### src/rtl/alu_pipe.sv
// Two-stage valid/ready ALU (S1 operand regs -> S2 result reg) with a retire-time {Z,V,N} flag register.
// Define ALU_PIPE_MUL_EN to add the iterative shift-add multiplier on opcode 1011.
module alu_pipe #(
    parameter int WIDTH = 16,
    parameter int LANE  = 4
) (
    input  logic             clk,
    input  logic             rst,
    input  logic             in_valid,
    output logic             in_ready,
    input  logic [3:0]       op,
    input  logic [WIDTH-1:0] a,
    input  logic [WIDTH-1:0] b,
    output logic             out_valid,
    input  logic             out_ready,
    output logic [WIDTH-1:0] result,
    output logic [2:0]       flag
);
    localparam int SHW   = $clog2(WIDTH);
    localparam int NLANE = WIDTH / LANE;

    typedef enum logic [1:0] {UPD_NONE = 2'b00, UPD_Z = 2'b01, UPD_ALL = 2'b11} upd_e;

    logic             s1_valid_q, s1_valid_d;
    logic [3:0]       s1_op_q, s1_op_d;
    logic [WIDTH-1:0] s1_a_q, s1_a_d, s1_b_q, s1_b_d;
    logic             s2_valid_q, s2_valid_d;
    logic [WIDTH-1:0] s2_result_q, s2_result_d;
    logic [2:0]       s2_flags_q, s2_flags_d;
    upd_e             s2_upd_q, s2_upd_d;
    logic [2:0]       flag_q, flag_d;

    logic             s1_adv, accept, retire, mul_ok;
    logic [WIDTH-1:0] alu_res, bb, sum, padd;
    logic             alu_v;
    upd_e             alu_upd;
    logic [SHW-1:0]   sh;

    // Per-lane signed saturating add for PADDSB
    for (genvar l = 0; l < NLANE; l++) begin : g_lane
        logic [LANE-1:0] la, lb, ls;
        logic            ovf;
        assign la  = s1_a_q[l*LANE +: LANE];
        assign lb  = s1_b_q[l*LANE +: LANE];
        assign ls  = la + lb;
        assign ovf = (la[LANE-1] == lb[LANE-1]) && (ls[LANE-1] != la[LANE-1]);
        assign padd[l*LANE +: LANE] = !ovf ? ls :
                                      la[LANE-1] ? {1'b1, {(LANE-1){1'b0}}} : {1'b0, {(LANE-1){1'b1}}};
    end

`ifdef ALU_PIPE_MUL_EN
    localparam int CNTW = SHW + 1;
    logic [2*WIDTH-1:0] mul_acc_q, mul_acc_d, mul_mcand_q, mul_mcand_d;
    logic [WIDTH-1:0]   mul_mplier_q, mul_mplier_d;
    logic [CNTW-1:0]    mul_cnt_q, mul_cnt_d;

    assign mul_ok = !(s1_op_q == 4'b1011 && mul_cnt_q != '0);

    // Multiplier is loaded on accept and iterates while S1 holds the beat
    always_comb begin
        mul_acc_d    = mul_acc_q;
        mul_mcand_d  = mul_mcand_q;
        mul_mplier_d = mul_mplier_q;
        mul_cnt_d    = mul_cnt_q;
        if (accept && op == 4'b1011) begin
            mul_acc_d    = '0;
            mul_mcand_d  = {{WIDTH{1'b0}}, a};
            mul_mplier_d = b;
            mul_cnt_d    = CNTW'(WIDTH);
        end else if (mul_cnt_q != '0) begin
            if (mul_mplier_q[0]) mul_acc_d = mul_acc_q + mul_mcand_q;
            mul_mcand_d  = mul_mcand_q << 1;
            mul_mplier_d = mul_mplier_q >> 1;
            mul_cnt_d    = mul_cnt_q - 1'b1;
        end
    end

    always_ff @(posedge clk) begin
        if (rst) begin
            mul_acc_q    <= '0;
            mul_mcand_q  <= '0;
            mul_mplier_q <= '0;
            mul_cnt_q    <= '0;
        end else begin
            mul_acc_q    <= mul_acc_d;
            mul_mcand_q  <= mul_mcand_d;
            mul_mplier_q <= mul_mplier_d;
            mul_cnt_q    <= mul_cnt_d;
        end
    end
`else
    assign mul_ok = 1'b1;
`endif

    always_comb begin
        sh      = s1_b_q[SHW-1:0];
        bb      = (s1_op_q == 4'b0001) ? ~s1_b_q : s1_b_q;
        sum     = s1_a_q + bb + {{(WIDTH-1){1'b0}}, (s1_op_q == 4'b0001)};
        alu_res = '0;
        alu_v   = 1'b0;
        alu_upd = UPD_NONE;
        case (s1_op_q)
            4'b0000, 4'b0001: begin
                alu_res = sum;
                alu_v   = (s1_a_q[WIDTH-1] == bb[WIDTH-1]) && (sum[WIDTH-1] != s1_a_q[WIDTH-1]);
                alu_upd = UPD_ALL;
            end
            4'b0010: begin alu_res = s1_a_q ^ s1_b_q;                       alu_upd = UPD_Z; end
            4'b0100: begin alu_res = s1_a_q << sh;                          alu_upd = UPD_Z; end
            4'b0101: begin alu_res = WIDTH'($signed(s1_a_q) >>> sh);        alu_upd = UPD_Z; end
            4'b0110: begin alu_res = WIDTH'({s1_a_q, s1_a_q} >> sh);        alu_upd = UPD_Z; end
            4'b0111: begin alu_res = padd;                                  alu_upd = UPD_Z; end
            4'b1000: alu_res = {s1_a_q[WIDTH-1:8], s1_b_q[7:0]};
            4'b1001: alu_res = {s1_b_q[7:0], s1_a_q[WIDTH-9:0]};
            4'b1010: alu_res = (s1_a_q & ~WIDTH'(1)) + (s1_b_q << 1);
`ifdef ALU_PIPE_MUL_EN
            4'b1011: begin
                alu_res = mul_acc_q[WIDTH-1:0];
                alu_v   = |mul_acc_q[2*WIDTH-1:WIDTH];
                alu_upd = UPD_ALL;
            end
`endif
            default: ;
        endcase
    end

    always_comb begin
        s1_adv   = s1_valid_q && (!s2_valid_q || out_ready) && mul_ok;
        in_ready = !s1_valid_q || s1_adv;
        accept   = in_valid && in_ready;
        retire   = s2_valid_q && out_ready;

        s1_valid_d = s1_valid_q;
        s1_op_d    = s1_op_q;
        s1_a_d     = s1_a_q;
        s1_b_d     = s1_b_q;
        if (accept) begin
            s1_valid_d = 1'b1;
            s1_op_d    = op;
            s1_a_d     = a;
            s1_b_d     = b;
        end else if (s1_adv) begin
            s1_valid_d = 1'b0;
        end

        s2_valid_d  = s2_valid_q;
        s2_result_d = s2_result_q;
        s2_flags_d  = s2_flags_q;
        s2_upd_d    = s2_upd_q;
        if (s1_adv) begin
            s2_valid_d  = 1'b1;
            s2_result_d = alu_res;
            s2_flags_d  = {(alu_res == '0), alu_v, alu_res[WIDTH-1]};
            s2_upd_d    = alu_upd;
        end else if (retire) begin
            s2_valid_d = 1'b0;
        end

        // Flags commit only when the result actually leaves S2
        flag_d = flag_q;
        if (retire) begin
            case (s2_upd_q)
                UPD_ALL: flag_d    = s2_flags_q;
                UPD_Z:   flag_d[2] = s2_flags_q[2];
                default: ;
            endcase
        end
    end

    always_ff @(posedge clk) begin
        if (rst) begin
            s1_valid_q  <= 1'b0;
            s1_op_q     <= '0;
            s1_a_q      <= '0;
            s1_b_q      <= '0;
            s2_valid_q  <= 1'b0;
            s2_result_q <= '0;
            s2_flags_q  <= '0;
            s2_upd_q    <= UPD_NONE;
            flag_q      <= '0;
        end else begin
            s1_valid_q  <= s1_valid_d;
            s1_op_q     <= s1_op_d;
            s1_a_q      <= s1_a_d;
            s1_b_q      <= s1_b_d;
            s2_valid_q  <= s2_valid_d;
            s2_result_q <= s2_result_d;
            s2_flags_q  <= s2_flags_d;
            s2_upd_q    <= s2_upd_d;
            flag_q      <= flag_d;
        end
    end

    assign out_valid = s2_valid_q;
    assign result    = s2_result_q;
    assign flag      = flag_q;
endmodule

### config.mk
export PLATFORM = sky130hd
export DESIGN_NAME = alu_pipe
export DESIGN_NICKNAME = d
export VERILOG_FILES = /design/src/rtl/alu_pipe.sv
export SDC_FILE = /design/constraint.sdc
export NUM_CORES = 1
export LEC_CHECK = 0
export BUFFER_PORTS_ARGS = -buffer_cell sky130_fd_sc_hd__buf_2
export CAP_MARGIN = 30
export CORE_UTILIZATION = 55
export CTS_CLUSTER_SIZE = 10
export DETAILED_ROUTE_END_ITERATION = 10
export GPL_TIMING_DRIVEN = 0
export PLACE_DENSITY_LB_ADDON = 0.12
export SYNTH_ARGS = -nofsm -noshare
export SYNTH_HDL_FRONTEND = slang
export SYNTH_SLANG_ARGS = --single-unit
### constraint.sdc
create_clock -name clk -period 9.9 [get_ports clk]
set_clock_uncertainty 0.15 [all_clocks]
set_input_delay 0.495 -clock clk [delete_from_list [all_inputs] [get_ports clk]]
set_output_delay 0.495 -clock clk [all_outputs]
set_load 0.01 [all_outputs]
==> flow_summary.toml <==
[run_status]
run_status = "finished, final reports clean"

[placed_design]
io_buffers = 59
detailedPlacementHpwl_um = 23000
finalWeightedCongestion = 1.10
dp_worst_setup_slack_ps = 4620

[global_routing]
grt_max_degree = 12
grt_pass1_wl_um = 44200
overall_fraction_of_global_route_tracks_in_use_pct = 45.3
grt-ovfl-total = 0
grt_antenna_before_repair = 0
first_global_vias = 7276

[drt]
drt_pass_1_iters = 9
postRouteAntennaNets = 0
post-route-drc-count = 0
routed_via_density = 7.04
totalWireLength_um = 30000
drt-wirelength-per-cell_um = 25.5
num_vias = 8290
drt_first_iter_violations = 1029

[hold_path]
hold_path.class = "in -> reg"

[pwr]
seq_power_share_pct = 28.9
power.switching_w = 0.000362
power.leakage_nw = 3.26
p_sw_share_pct = 36.8
p_int_w = 0.000621
p_comb_share_pct = 34.5
irDropWorstVdd_mv = 0.117
fraction_of_power_consumed_by_the_clock_network_pct = 36.6
power_density_mw_per_mm2 = 121

[cts]
post_cts_hold_buffer_count = 0
tritoncts_clock_tree = "done"
clk-insertion-delay-late_ps = 350
clk_pin_slew_ps = 60
clock-root-buffer = "sky130_fd_sc_hd__clkbuf_16"
tritoncts_num_sinks = 61
cts_setup_buffers = 0
ctsHtreeMaxLevel = 3
max-clock-path-buffers = 2
cts_made_buffers = 9
cts_resized = 0

[setup_path]
worstSetupStartpointType = "flop"
timing.critical_path.arrival_ps = 5630
timing.critical_path.required_ps = 10020
cp-end-kind = "flop"
critical_path_class = "reg -> reg"
biggest_fanout_along_the_worst_timing_path = 10

[floorplanning]
ioPinCount = 61
count_of_standard_cell_rows = 41
initial_util_pct = 56.9
die_height_um = 117
core_mm2 = 0.0127
die_w_um = 117
floorplan.die_area_mm2 = 0.0136

[finish]
areaGrowthSynthToFinish_pct = 12.0
final_net_count = 1090
antenna-diode-count = 0
mostFrequentLayoutCell = "sky130_fd_sc_hd__nand2_1"
final_cell_mix = "sky130_fd_sc_hd__nand2_1 (133), sky130_fd_sc_hd__a21oi_1 (83), sky130_fd_sc_hd__buf_2 (78)"
fill_cells = 1185
fraction_of_layout_cells_with_a_size_suffix_above_1_pct = 16.8

[logic_synthesis]
syn_nets = 1018
syn_area_per_cell_um2 = 7.80
postSynthRegisterBits = 61
synth-main-ff-cell = "sky130_fd_sc_hd__dfxtp_1"
synthesis.instances = 928
seq_area_frac_synth_pct = 16.9
synthDistinctLibCells = 86
postSynth.asyncResetShare_pct = 0
synthesis.area_mm2 = 0.00724
synthesis.yosys.warnings = 0
synth_edf_count = 0

[timing]
timing_worst_slew_pin_value_ps = 1110
timing.final.crit_share_pct = 55.6
setup_repair_after_global_routing_missed_its_margin = "no"
final_period_minus_worst_setup_slack_ps = 5510
finalMaxSlewViolations = 0
finalSetupTns_ps = 0
final_hold_viol_count = 0
final.setup.worst_slack_ps = 4390
setup_viol = 0
slew-limit-headroom_pct = 25.1
max_freq_mhz = 182

[flow_run]
maxCapViolCount = 0
## through the flow
step | power [W] | hold slack (ps) | util [%] | std cells | instance area (um^2)
3_5_place_dp | 0.000609 | 302 | 61.1 | 1161 | 7770
2_1_floorplan | 0.000505 | 286 | - | 928 | 7240
5_1_grt | 0.00101 | 237 | 63.7 | 1177 | 8100
4_1_cts | 0.000964 | 229 | 63.7 | 1177 | 8100
6_report | 0.000982 | 222 | 63.7 | 1177 | 8100
3_3_place_gp | 0.000607 | 292 | 60.9 | 1159 | 7750
## state kept, by name, summed over array words and instances (netlist names)
name,cells
flag,3
out_valid,1
result,15
s1_a_q,16
s1_b_q,16
s1_op_q,4
s1_valid_q,1
s2_flags_q,3
s2_upd_q,2
## path summary, 6_finish.rpt
path	from	end	slack, ps	cells after the start
worst min-delay path	b[15]	s1_b_q[15]	220	3
worst max-delay path	s1_op_q[3]	s2_flags_q[2]	4390	15
worst max register to register	s1_op_q[3]	s2_flags_q[2]	4390	15
worst min register to register	s2_upd_q[1]	s2_upd_q[1]	310	2
## layer usage
metal / vias up / track usage (%) / routed length (um)
met5: - / 0 / 0
met4: 0 / 24.5 / 1860
met3: 154 / 15.6 / 4620
met2: 702 / 65.3 / 12200
met1: 3822 / 59.3 / 11300
li1: 3612 / - / -
## critical path: stages, from the launching register on
cell                       delay, ps
sky130_fd_sc_hd__dfxtp_1         410
sky130_fd_sc_hd__buf_2           230
sky130_fd_sc_hd__buf_4           190
sky130_fd_sc_hd__nor4b_1         390
sky130_fd_sc_hd__buf_2           330
sky130_fd_sc_hd__buf_1           670
sky130_fd_sc_hd__xor2_1          160
sky130_fd_sc_hd__ha_1            400
sky130_fd_sc_hd__nand2_1         140
sky130_fd_sc_hd__o311a_1         390
sky130_fd_sc_hd__o31ai_1         590
sky130_fd_sc_hd__o221ai_1        270
sky130_fd_sc_hd__xnor2_1         180
sky130_fd_sc_hd__a221oi_1        500
sky130_fd_sc_hd__nand3_1         150
sky130_fd_sc_hd__o31ai_2         250
## power groups by stage
stage,Combinational (W),Sequential (W),Clock (W)
2_1_floorplan,0.000225,0.000280,0
3_3_place_gp,0.000321,0.000287,0
3_5_place_dp,0.000322,0.000287,0
4_1_cts,0.000324,0.000282,0.000358
5_1_grt,0.000358,0.000284,0.000368
6_report,0.000339,0.000284,0.000359
## layout make-up
cell class | instances | area (um^2) | share of cell area (%)
buffer | 83 | 397 | 4.89
clock buffer | 11 | 253 | 3.12
clock inverter | 5 | 82.6 | 1.02
inverter | 23 | 86.3 | 1.07
multi-input combinational | 761 | 5540 | 68.3
sequential | 61 | 1220 | 15.1
tap | 172 | 215 | 2.66
timing repair buffer | 61 | 310 | 3.83
## cell families (layout without fill, tap and decap cells)
| kind of cell | count (synthesis) | count (layout) | share of synthesized area, % |
|---|---|---|---|
| adders and majority gates | 51 | 51 | 9.41 |
| and+or+nand+nor | 331 | 331 | 22.2 |
| AOI/OAI and AO/OA | 267 | 267 | 24.5 |
| buffers and inverters | 106 | 183 | 6.67 |
| muxes | 70 | 70 | 15.3 |
| DFF | 61 | 61 | 16.9 |
| xor gates and xnor gates | 42 | 42 | 5.08 |
## Yosys cell counts (5+ instances only)
master	n	share of area [%]
sky130_fd_sc_hd__mux4_2	30	9.3
sky130_fd_sc_hd__o2111ai_1	6	0.73
sky130_fd_sc_hd__ha_1	44	7.6
sky130_fd_sc_hd__nand2_1	133	6.9
sky130_fd_sc_hd__a22oi_1	8	0.83
sky130_fd_sc_hd__nor2b_1	15	1.3
sky130_fd_sc_hd__a21o_1	8	0.83
sky130_fd_sc_hd__o22ai_1	10	0.86
sky130_fd_sc_hd__a21oi_1	83	5.7
sky130_fd_sc_hd__clkbuf_1	50	2.6
sky130_fd_sc_hd__mux2_2	12	1.9
sky130_fd_sc_hd__fa_1	6	1.7
sky130_fd_sc_hd__nor4b_1	5	0.61
sky130_fd_sc_hd__o221ai_1	7	0.85
sky130_fd_sc_hd__nor2_1	68	3.5
sky130_fd_sc_hd__buf_2	19	1.3
sky130_fd_sc_hd__xor2_1	24	2.9
sky130_fd_sc_hd__nand3_1	24	1.7
sky130_fd_sc_hd__a221oi_1	10	1.2
sky130_fd_sc_hd__o211ai_1	11	1.1
sky130_fd_sc_hd__a211oi_1	25	2.6
sky130_fd_sc_hd__a31oi_1	10	0.86
sky130_fd_sc_hd__xnor2_1	18	2.2
sky130_fd_sc_hd__nor3_1	17	1.2
sky130_fd_sc_hd__buf_1	5	0.26
sky130_fd_sc_hd__or2_2	7	0.61
sky130_fd_sc_hd__inv_1	21	1.1
sky130_fd_sc_hd__dfxtp_1	61	17
sky130_fd_sc_hd__nand4_1	12	1.0
sky130_fd_sc_hd__nor4_1	6	0.52
sky130_fd_sc_hd__mux2i_1	26	3.6
sky130_fd_sc_hd__or3_1	6	0.52
sky130_fd_sc_hd__nand2b_1	8	0.69
sky130_fd_sc_hd__o21ai_0	39	2.7
Power figures use the tool's default switching activity.
